`src/rtl/carbon_arb_pkg.sv`:
```
// Shared types and default constants for the carbon fabric master scheduler.
package carbon_arb_pkg;

  typedef enum logic {
    IDLE = 1'b0,
    BUSY = 1'b1
  } sched_state_e;

  localparam int unsigned MAX_HOLD_DEF     = 4;
  localparam int unsigned TIMEOUT_CYC_DEF  = 64;
  localparam logic [7:0]  HI_PRIO_MASK_DEF = 8'h01;

endpackage

```
`src/rtl/carbon_rr_pick.sv`:
```
// Round-robin picker: first set request at or after ptr_i, wrapping modulo M.
module carbon_rr_pick #(
  parameter int unsigned M = 4
) (
  input  logic [M-1:0]         req_i,
  input  logic [$clog2(M)-1:0] ptr_i,
  output logic [M-1:0]         gnt_o,
  output logic                 valid_o
);

  localparam int unsigned IW = $clog2(M);

  int unsigned idx;
  logic        found;

  always_comb begin
    gnt_o = '0;
    found = 1'b0;
    idx   = 0;
    for (int unsigned i = 0; i < M; i++) begin
      idx = (32'(ptr_i) + i) % M;
      if (!found && req_i[IW'(idx)]) begin
        gnt_o[IW'(idx)] = 1'b1;
        found           = 1'b1;
      end
    end
  end

  assign valid_o = |req_i;

endmodule

```
`src/rtl/carbon_master_sched.sv`:
```
// Two-class round-robin scheduler for fabric masters sharing one port,
// with locked transaction hold, abort handling and a BUSY watchdog.
module carbon_master_sched
  import carbon_arb_pkg::*;
#(
  parameter int unsigned M            = 4,
  parameter logic [M-1:0] HI_PRIO_MASK = HI_PRIO_MASK_DEF[M-1:0],
  parameter int unsigned MAX_HOLD     = MAX_HOLD_DEF,
  parameter int unsigned TIMEOUT_CYC  = TIMEOUT_CYC_DEF
) (
  input  logic                 clk,
  input  logic                 rst_n,
  input  logic [M-1:0]         req,
  input  logic [M-1:0]         lock,
  input  logic                 xfer_done,
  output logic [M-1:0]         gnt,
  output logic                 gnt_valid,
  output logic [$clog2(M)-1:0] gnt_id,
  output logic                 timeout_pulse,
  output logic [$clog2(M)-1:0] err_owner
);

  localparam int unsigned IW = $clog2(M);
  localparam int unsigned HW = $clog2(MAX_HOLD) + 1;
  localparam int unsigned WW = 16;

  sched_state_e   state_q, state_d;
  logic [M-1:0]   gnt_q, gnt_d;
  logic           gnt_valid_q, gnt_valid_d;
  logic [IW-1:0]  gnt_id_q, gnt_id_d;
  logic           tmo_q, tmo_d;
  logic [IW-1:0]  err_q, err_d;
  logic [IW-1:0]  rr_q, rr_d;
  logic [HW-1:0]  hold_q, hold_d;
  logic [WW-1:0]  wdog_q, wdog_d;

  logic          busy, keep, abort, tmo, rel;
  logic [IW-1:0] next_ptr, pick_ptr, win_id;
  logic [M-1:0]  hi_gnt, lo_gnt, win;
  logic          hi_valid, lo_valid, any_req;

  assign busy     = (state_q == BUSY);
  assign keep     = busy && xfer_done && lock[gnt_id_q] && (hold_q < HW'(MAX_HOLD - 1));
  assign abort    = busy && !xfer_done && !req[gnt_id_q];
  assign tmo      = busy && !xfer_done && req[gnt_id_q] && (wdog_q == WW'(TIMEOUT_CYC - 1));
  assign rel      = (busy && xfer_done && !keep) || abort || tmo;
  assign next_ptr = IW'((32'(gnt_id_q) + 1) % M);

  // Owner stays in the pick set: starting at owner+1 makes it last in its
  // class, so it only wins when nobody else of that class is requesting.
  assign pick_ptr = rel ? next_ptr : rr_q;

  carbon_rr_pick #(.M(M)) u_pick_hi (
    .req_i   (req & HI_PRIO_MASK),
    .ptr_i   (pick_ptr),
    .gnt_o   (hi_gnt),
    .valid_o (hi_valid)
  );

  carbon_rr_pick #(.M(M)) u_pick_lo (
    .req_i   (req & ~HI_PRIO_MASK),
    .ptr_i   (pick_ptr),
    .gnt_o   (lo_gnt),
    .valid_o (lo_valid)
  );

  assign win     = hi_valid ? hi_gnt : lo_gnt;
  assign any_req = hi_valid || lo_valid;

  always_comb begin
    win_id = '0;
    for (int unsigned i = 0; i < M; i++) begin
      if (win[i]) win_id = IW'(i);
    end
  end

  always_comb begin
    state_d     = state_q;
    gnt_d       = gnt_q;
    gnt_valid_d = gnt_valid_q;
    gnt_id_d    = gnt_id_q;
    tmo_d       = 1'b0;
    err_d       = err_q;
    rr_d        = rr_q;
    hold_d      = hold_q;
    wdog_d      = wdog_q;

    if (!busy) begin
      if (any_req) begin
        state_d     = BUSY;
        gnt_d       = win;
        gnt_valid_d = 1'b1;
        gnt_id_d    = win_id;
        hold_d      = '0;
        wdog_d      = '0;
      end
    end else if (keep) begin
      hold_d = hold_q + 1'b1;
      wdog_d = '0;
    end else if (rel) begin
      rr_d = next_ptr;
      if (tmo) begin
        tmo_d = 1'b1;
        err_d = gnt_id_q;
      end
      hold_d = '0;
      wdog_d = '0;
      if (any_req) begin
        gnt_d    = win;
        gnt_id_d = win_id;
      end else begin
        state_d     = IDLE;
        gnt_d       = '0;
        gnt_valid_d = 1'b0;
        gnt_id_d    = '0;
      end
    end else begin
      wdog_d = wdog_q + 1'b1;
    end
  end

  always_ff @(posedge clk or negedge rst_n) begin
    if (!rst_n) begin
      state_q     <= IDLE;
      gnt_q       <= '0;
      gnt_valid_q <= 1'b0;
      gnt_id_q    <= '0;
      tmo_q       <= 1'b0;
      err_q       <= '0;
      rr_q        <= '0;
      hold_q      <= '0;
      wdog_q      <= '0;
    end else begin
      state_q     <= state_d;
      gnt_q       <= gnt_d;
      gnt_valid_q <= gnt_valid_d;
      gnt_id_q    <= gnt_id_d;
      tmo_q       <= tmo_d;
      err_q       <= err_d;
      rr_q        <= rr_d;
      hold_q      <= hold_d;
      wdog_q      <= wdog_d;
    end
  end

  assign gnt           = gnt_q;
  assign gnt_valid     = gnt_valid_q;
  assign gnt_id        = gnt_id_q;
  assign timeout_pulse = tmo_q;
  assign err_owner     = err_q;

endmodule

```
`config.mk`:
```
export PLATFORM = sky130hd
export DESIGN_NAME = carbon_master_sched
export DESIGN_NICKNAME = d
export VERILOG_FILES = /design/src/rtl/carbon_arb_pkg.sv /design/src/rtl/carbon_rr_pick.sv /design/src/rtl/carbon_master_sched.sv
export SDC_FILE = /design/constraint.sdc
export NUM_CORES = 1
export LEC_CHECK = 0
export CAP_MARGIN = 25
export CELL_PAD_IN_SITES_DETAIL_PLACEMENT = 1
export CELL_PAD_IN_SITES_GLOBAL_PLACEMENT = 1
export CORE_MARGIN = 4
export CORE_UTILIZATION = 37
export DETAILED_ROUTE_END_ITERATION = 16
export PLACE_DENSITY_LB_ADDON = 0.1
export SLEW_MARGIN = 20
export SYNTH_ARGS = -nofsm -noshare
export SYNTH_HDL_FRONTEND = slang
export SYNTH_SLANG_ARGS = --single-unit
```
`constraint.sdc`:
```
create_clock -name clk -period 12.7 [get_ports clk]
set_input_delay 1.27 -clock clk [delete_from_list [all_inputs] [get_ports clk]]
set_output_delay 1.27 -clock clk [all_outputs]
set_load 0.005 [all_outputs]
```
# Yosys cells after proc, flatten, opt, wreduce, memory -nomap -nowiden
# Cells that the tools add are included.
totals:
  regBits: 32
  latchBits: 0
  ramBits: 0
  rom_bits: 0
  in_bits: 11
  output_inout_bits: 10
  memories: 0
classes:
  n_addsub: 6
  mul: 0
  div: 0
  order_cmp: 10
  eq_ne: 5
  n_shift: 0
  muxes: 78
  bitwise: 7
  reduce_logical: 37
op_table:
  columns: ["cell", "count"]
  rows:
  - ["2-to-1 mux 16 bit", 4]
  - ["2-to-1 mux 4 bit", 14]
  - ["2-to-1 mux 1 bit", 34]
  - ["bitwise OR 4 bit", 6]
  - ["binary-select mux 1 bit (select 2 bit)", 10]
  - ["logical AND 1 bit", 18]
  - ["adder 16 x 1 -> 16 bit, second input constant", 1]
  - ["== test 16 x 6 -> 1 bit, second input constant", 1]
  - ["2-to-1 mux 2 bit", 8]
  - ["less-than comparator 2 x 3 -> 1 bit, second input constant", 5]
  - ["2-to-1 mux 3 bit", 4]
  - ["zero test 1 bit", 9]
  - ["demux 1 bit (select 2 bit)", 4]
  - [">= comparator 2 x 1 -> 1 bit, second input constant", 4]
  - ["AND reduction 4 bit", 2]
  - ["adder 2 x 1 -> 2 bit, second input constant", 2]
  - ["adder 2 bit, second input constant", 2]
  - ["!= test 2 bit, second input constant", 2]
  - ["AND reduction 2 bit", 2]
  - ["adder 3 x 1 -> 3 bit, second input constant", 1]
  - ["logical OR 1 bit", 3]
  - ["less-than comparator 3 x 2 -> 1 bit, second input constant", 1]
  - ["!= test 3 x 2 -> 1 bit, second input constant", 1]
  - ["AND reduction 3 bit", 1]
  - ["4 further kinds", 4]

# Depth between registers and ports, before layout
depth:
  depth_word: 29
  ltp_mapped: 18

# Cells and area by module
# From an unflattened synthesis, not the netlist that was laid out.
unflattened:
  hier_cells: 269
  area_unflattened_um2: 2555.0
by_module_without_submodules:
  columns: ["mod", "instances", "cells_per_inst", "area_each_um2", "seq_area_each_um2"]
  rows:
  - ["carbon_master_sched", 1, 201, 1899.3, 800.8]
  - ["carbon_rr_pick (u_pick_lo)", 1, 37, 345.3, 0.0]
  - ["carbon_rr_pick (u_pick_hi)", 1, 31, 310.3, 0.0]

# Least setup slack after synthesis
# Ideal clock, no wire load.
synth_timing:
  path_type: "input port to flip-flop"
  start: "in lock[3]"
  end: "reg gnt_id_q[1] (netlist: gnt_id[1])"
  arrival_ns: 4.865
  path_slack_ns: 7.711
  cell_stages: 15
  n_path_buf: 2
  path_cell_list: "mux4_2 -> a31o_1 -> or2_0 -> buf_2 -> a21oi_2 -> buf_2 -> inv_1 -> ha_1 -> nand2b_1 -> a311oi_1 -> o32ai_1 -> and2_1 -> a2111oi_2 -> and3b_1 -> a211o_1"
synth_between:
  elab_chain_cells: 28
  elab_cells_between_ends: 91
  classes_between: "add/sub: 3; order compare: 8; eq/ne: 2; mux: 49; bitwise: 6; reduce/logical: 23"
synth_rtl:
  columns: ["item", "line_no", "rtl"]
  rows:
  - ["start: declaration", "carbon_master_sched.sv:14", "input logic [M-1:0] lock,"]
  - ["binary-select mux 1 bit (select 2 bit) *", "carbon_master_sched.sv:43", "assign keep = busy && xfer_done && lock[gnt_id_q] && (hold_q < HW'(MAX_HOLD - 1));"]
  - ["2-to-1 mux 1 bit (implied by the code) *", "carbon_master_sched.sv:43", null]
  - ["logical AND 1 bit * (2 in series)", "carbon_master_sched.sv:43", null]
  - ["zero test 1 bit *", "carbon_master_sched.sv:46", "assign rel = (busy && xfer_done && !keep) || abort || tmo;"]
  - ["logical AND 1 bit *", "carbon_master_sched.sv:46", null]
  - ["logical OR 1 bit * (2 in series)", "carbon_master_sched.sv:46", null]
  - ["2-to-1 mux 2 bit *", null, null]
  - ["named net pick_ptr[0]", "carbon_master_sched.sv:38", "logic [IW-1:0] next_ptr, pick_ptr, win_id;"]
  - ["branches (longest 12 deep; another with less-than comparator 2 x 3 -> 1 bit)", null, null]
  - ["2-to-1 mux 4 bit *", "carbon_master_sched.sv:67", "assign win = hi_valid ? hi_gnt : lo_gnt;"]
  - ["2-to-1 mux 2 bit", "carbon_master_sched.sv:73", "if (win[i]) win_id = IW'(i);"]
  - ["2-to-1 mux 2 bit *", "carbon_master_sched.sv:73", null]
  - ["2-to-1 mux 2 bit", "carbon_master_sched.sv:108", "if (any_req) begin"]
  - ["2-to-1 mux 2 bit", "carbon_master_sched.sv:100", "end else if (rel) begin"]
  - ["2-to-1 mux 2 bit", "carbon_master_sched.sv:97", "end else if (keep) begin"]
  - ["2-to-1 mux 2 bit *", "carbon_master_sched.sv:88", "if (!busy) begin"]
  - ["end signal: assignment", "carbon_master_sched.sv:137", "gnt_id_q <= gnt_id_d;"]
  - ["end: declaration", "carbon_master_sched.sv:30", "logic [IW-1:0] gnt_id_q, gnt_id_d;"]
# Mark *: on every way through the listed nets, which the timed path passes. The select of a mux whose other input is x is not followed.
# A chain may end at the register's enable or synchronous reset.

# Worst setup path after layout
layout_timing:
  start: "in req[1]"
  end: "reg gnt_id_q[1] (netlist: gnt_id[1])"
layout_between:
  elab_chain_cells: 26
  elab_cells_between_ends: 93
  classes_between: "add/sub: 3; order compare: 8; eq/ne: 1; mux: 49; bitwise: 6; reduce/logical: 26"
layout_rtl:
  columns: ["item", "line_no", "rtl"]
  rows:
  - ["start: declaration", "carbon_master_sched.sv:13", "input logic [M-1:0] req,"]
  - ["binary-select mux 1 bit (select 2 bit) *", "carbon_master_sched.sv:44, carbon_master_sched.sv:45", null]
  - ["2-to-1 mux 1 bit (implied by the code) *", "carbon_master_sched.sv:44, carbon_master_sched.sv:45", null]
  - ["zero test 1 bit", "carbon_master_sched.sv:44", "assign abort = busy && !xfer_done && !req[gnt_id_q];"]
  - ["logical AND 1 bit", "carbon_master_sched.sv:44", null]
  - ["logical OR 1 bit", "carbon_master_sched.sv:46", null]
  - ["logical OR 1 bit *", "carbon_master_sched.sv:46", null]
  - ["2-to-1 mux 2 bit *", null, null]
  - ["named net pick_ptr[0]", "carbon_master_sched.sv:38", null]
  - ["branches (longest 12 deep; another with less-than comparator 2 x 3 -> 1 bit)", null, null]
  - ["2-to-1 mux 4 bit *", "carbon_master_sched.sv:67", null]
  - ["2-to-1 mux 2 bit", "carbon_master_sched.sv:73", null]
  - ["2-to-1 mux 2 bit *", "carbon_master_sched.sv:73", null]
  - ["2-to-1 mux 2 bit", "carbon_master_sched.sv:108", null]
  - ["2-to-1 mux 2 bit", "carbon_master_sched.sv:100", null]
  - ["2-to-1 mux 2 bit", "carbon_master_sched.sv:97", null]
  - ["2-to-1 mux 2 bit *", "carbon_master_sched.sv:88", null]
# Marked as above.

==> summary.txt <==
gpl congestion = 0.8620
sequential element share of the synthesized area = 34.54%
WP data arrival = 6.37 ns
fill count = 715
net count after synthesis = 290
endpoints failing setup = 0
first-pass GRT wire length = 11,190 um
share of the synthesized area in the top cell type = 34.54%
synth warn = 0
Fin Setup TNS = 0 ns
fraction of final layout cells sized beyond drive strength 1 = 8.304%
post-route ant nets = 0
Num Clock Sinks = 32
gr ovfl total = 0
Post-CTS Setup Inserts = 0
Layout Utilization = 44.99%
IO Port Bufs = 20
final hold violation count = 0
Core Region = 5991 um^2
Clock Skew = 0.003791 ns
min-delay worst type = reg2reg
Post-synth ARST share = 100.0%
drt first pass iters = 4
vias in the first global route = 2,138
unrepaired setup endpoints after global routing = no
Slowest-stage cell, CP = a21oi_2
Critical Path Source Type = input pin
Post-Syn Area = 2318 um^2
Core Rows = 28
Residual DRC = 0
Slew HR = 45.00%
WL/cell = 17.96 um
Worst EP required = 12.87 ns
Longest Clk Path Bufs = 2
CP bufs+invs = 2
outcome = finished, final reports clean
Die X = 87.16 um
Least-Margin Pin Slew = 0.8250 ns
vias per inst = 5.951
Mean Syn Cell Area = 8.555 um^2
area delta synth->final = 16.24%
Pwr Density = 253.6 nW/um^2
Synth area leader = dfrtp_1
Synth Instances = 271
Synth Register Bits = 32
commonest non-fill, non-tap cell in the layout = nand2_1
Initial Utilization = 38.70%
Worst R2R Setup Slack = 7.10 ns
die area = 7597 um^2
Clock transition at path regs = 0.07 ns
# IOs = 21
maximum vdd drop = 0.0001216 V
cell mode on critical path = nand2_1
post_cts resized = 0
Synth area leaders = dfrtp_1 (35%), nand2_1 (6.0%), ha_1 (4.3%), nor2_1 (3.9%), o21ai_0 (3.2%)
final net count = 307
largest net degree at the start of global routing = 33
fin crit share = 48.87%
via count of the routed design = 2,166
Die Y = 87.16 um
Root Driver = clkbuf_8
post-route insts no fill = 364
Post-synth EDFFs = 0
DP HPWL = 4795 um
slowest stage delay, CP = 0.70 ns
Hold-fix buffers, CTS = 0
MaxCap Viol Count = 0
CTS tree = built
synth unique cells = 58
Setup Crit Path Kind = in2reg
Num CTS Buffers = 5
Post-synth top flop = dfrtp_1
Worst-Skew Late Latency = 0.28 ns
fin. max-slew vios = 0
crit path time final = 6.207 ns
initial antenna violation count = 0
Worst Setup End Kind = flip-flop
highest-count cells in the layout ignoring fill and taps = nand2_1 (37), dfrtp_1 (32), nor2_1 (24)
Starting DRT DRC Count = 88
Diodes inserted = 0
DP Cell Count = 356
crit-path max FO = 16
Max Fclk = 161.1 MHz
cell family with most CP delay = compound AO/OA/AOI/OAI gates
Total GRT Usage = 18.50%
CP cell instances = clkdlybuf4s50_1 > mux2i_1 > o22ai_2 > a31oi_1 > a21oi_2 > inv_1 > ha_1 > nand2_1 > nand2_1 > nor3_1 > a311oi_1 > o32ai_1 > and2_1 > a2111oi_2 > and3b_1 > a211o_1
final WL = 6537 um
H-tree depth = 2
leakage power = 1.126 nW
path summary, 6_finish.rpt:
kind	from	endpoint	cells past startpoint
setup / recovery	req[1]	gnt_id[1]	16
hold / removal	gnt[1]	gnt[1]	1
setup reg to reg	gnt_id[0]	gnt_id[1]	15
hold reg to reg	gnt[1]	gnt[1]	1
max in group asynchronous	rst_n	gnt[2]	2
min in group asynchronous	rst_n	hold_q[0]	2
through the flow:
step / area (um^2) / setup WS, ns / power, mW / hold slack, ns
global placement: 2569 / 6.489 / 0.5653 / 0.4725
global route: 2695 / 6.058 / 0.7406 / 0.5246
finish: 2695 / 6.493 / 0.6835 / 0.4849
floorplan: 2318 / 7.711 / 0.4587 / 0.4667
CTS: 2695 / 6.551 / 0.6847 / 0.4997
detailed placement: 2569 / 6.277 / 0.5699 / 0.4690
synthesized netlist by cell type, types with 7 or more instances:
cell type / number
nand2_1: 37
dfrtp_1: 32
nor2_1: 24
o21ai_0: 15
a21oi_1: 11
nand3_1: 11
inv_1: 9
ha_1: 8
nor2b_1: 8
and3_1: 7
xor2_1: 7
power by group:
| group | internal, mW | switching, mW |
|---|---|---|
| logic | 0.171 | 0.252 |
| clock network | 0.0692 | 0.0399 |
| registers | 0.123 | 0.0287 |
| total | 0.363 | 0.320 |
logic make-up after synthesis:
family	share of synthesized area [%]
AO/OA/AOI/OAI	22.40
XOR/XNOR	3.022
adder cells (fa/ha/maj)	4.317
buffers and inverters	3.885
flip-flops	34.54
multiplexers	5.504
AND/OR/NAND/NOR	26.34
cell type report:
class                      instances  area (um^2)  area share, %
inverter                          10        38.79          1.439
tap                               75        93.84          3.482
sequential                        32        800.8          29.71
multi-input combinational        218         1428          52.97
clock buffer                       7        96.34          3.575
timing repair buffer              21        207.7          7.707
clock inverter                     1        30.03          1.114
flip-flops by register name, indices dropped and copies added (netlist names):
signal / count
wdog_q: 16
gnt: 4
hold_q: 3
err_owner: 2
gnt_id: 2
rr_q: 2
busy: 1
gnt_valid: 1
timeout_pulse: 1
per-layer routing:
metal,GRT usage (%),share of wire (%)
met5,0,0
met4,2.650,0.38
met3,3.784,4.3
met2,28.16,44
met1,27.56,51
Note: power is estimated with default switching activity, not from simulation.
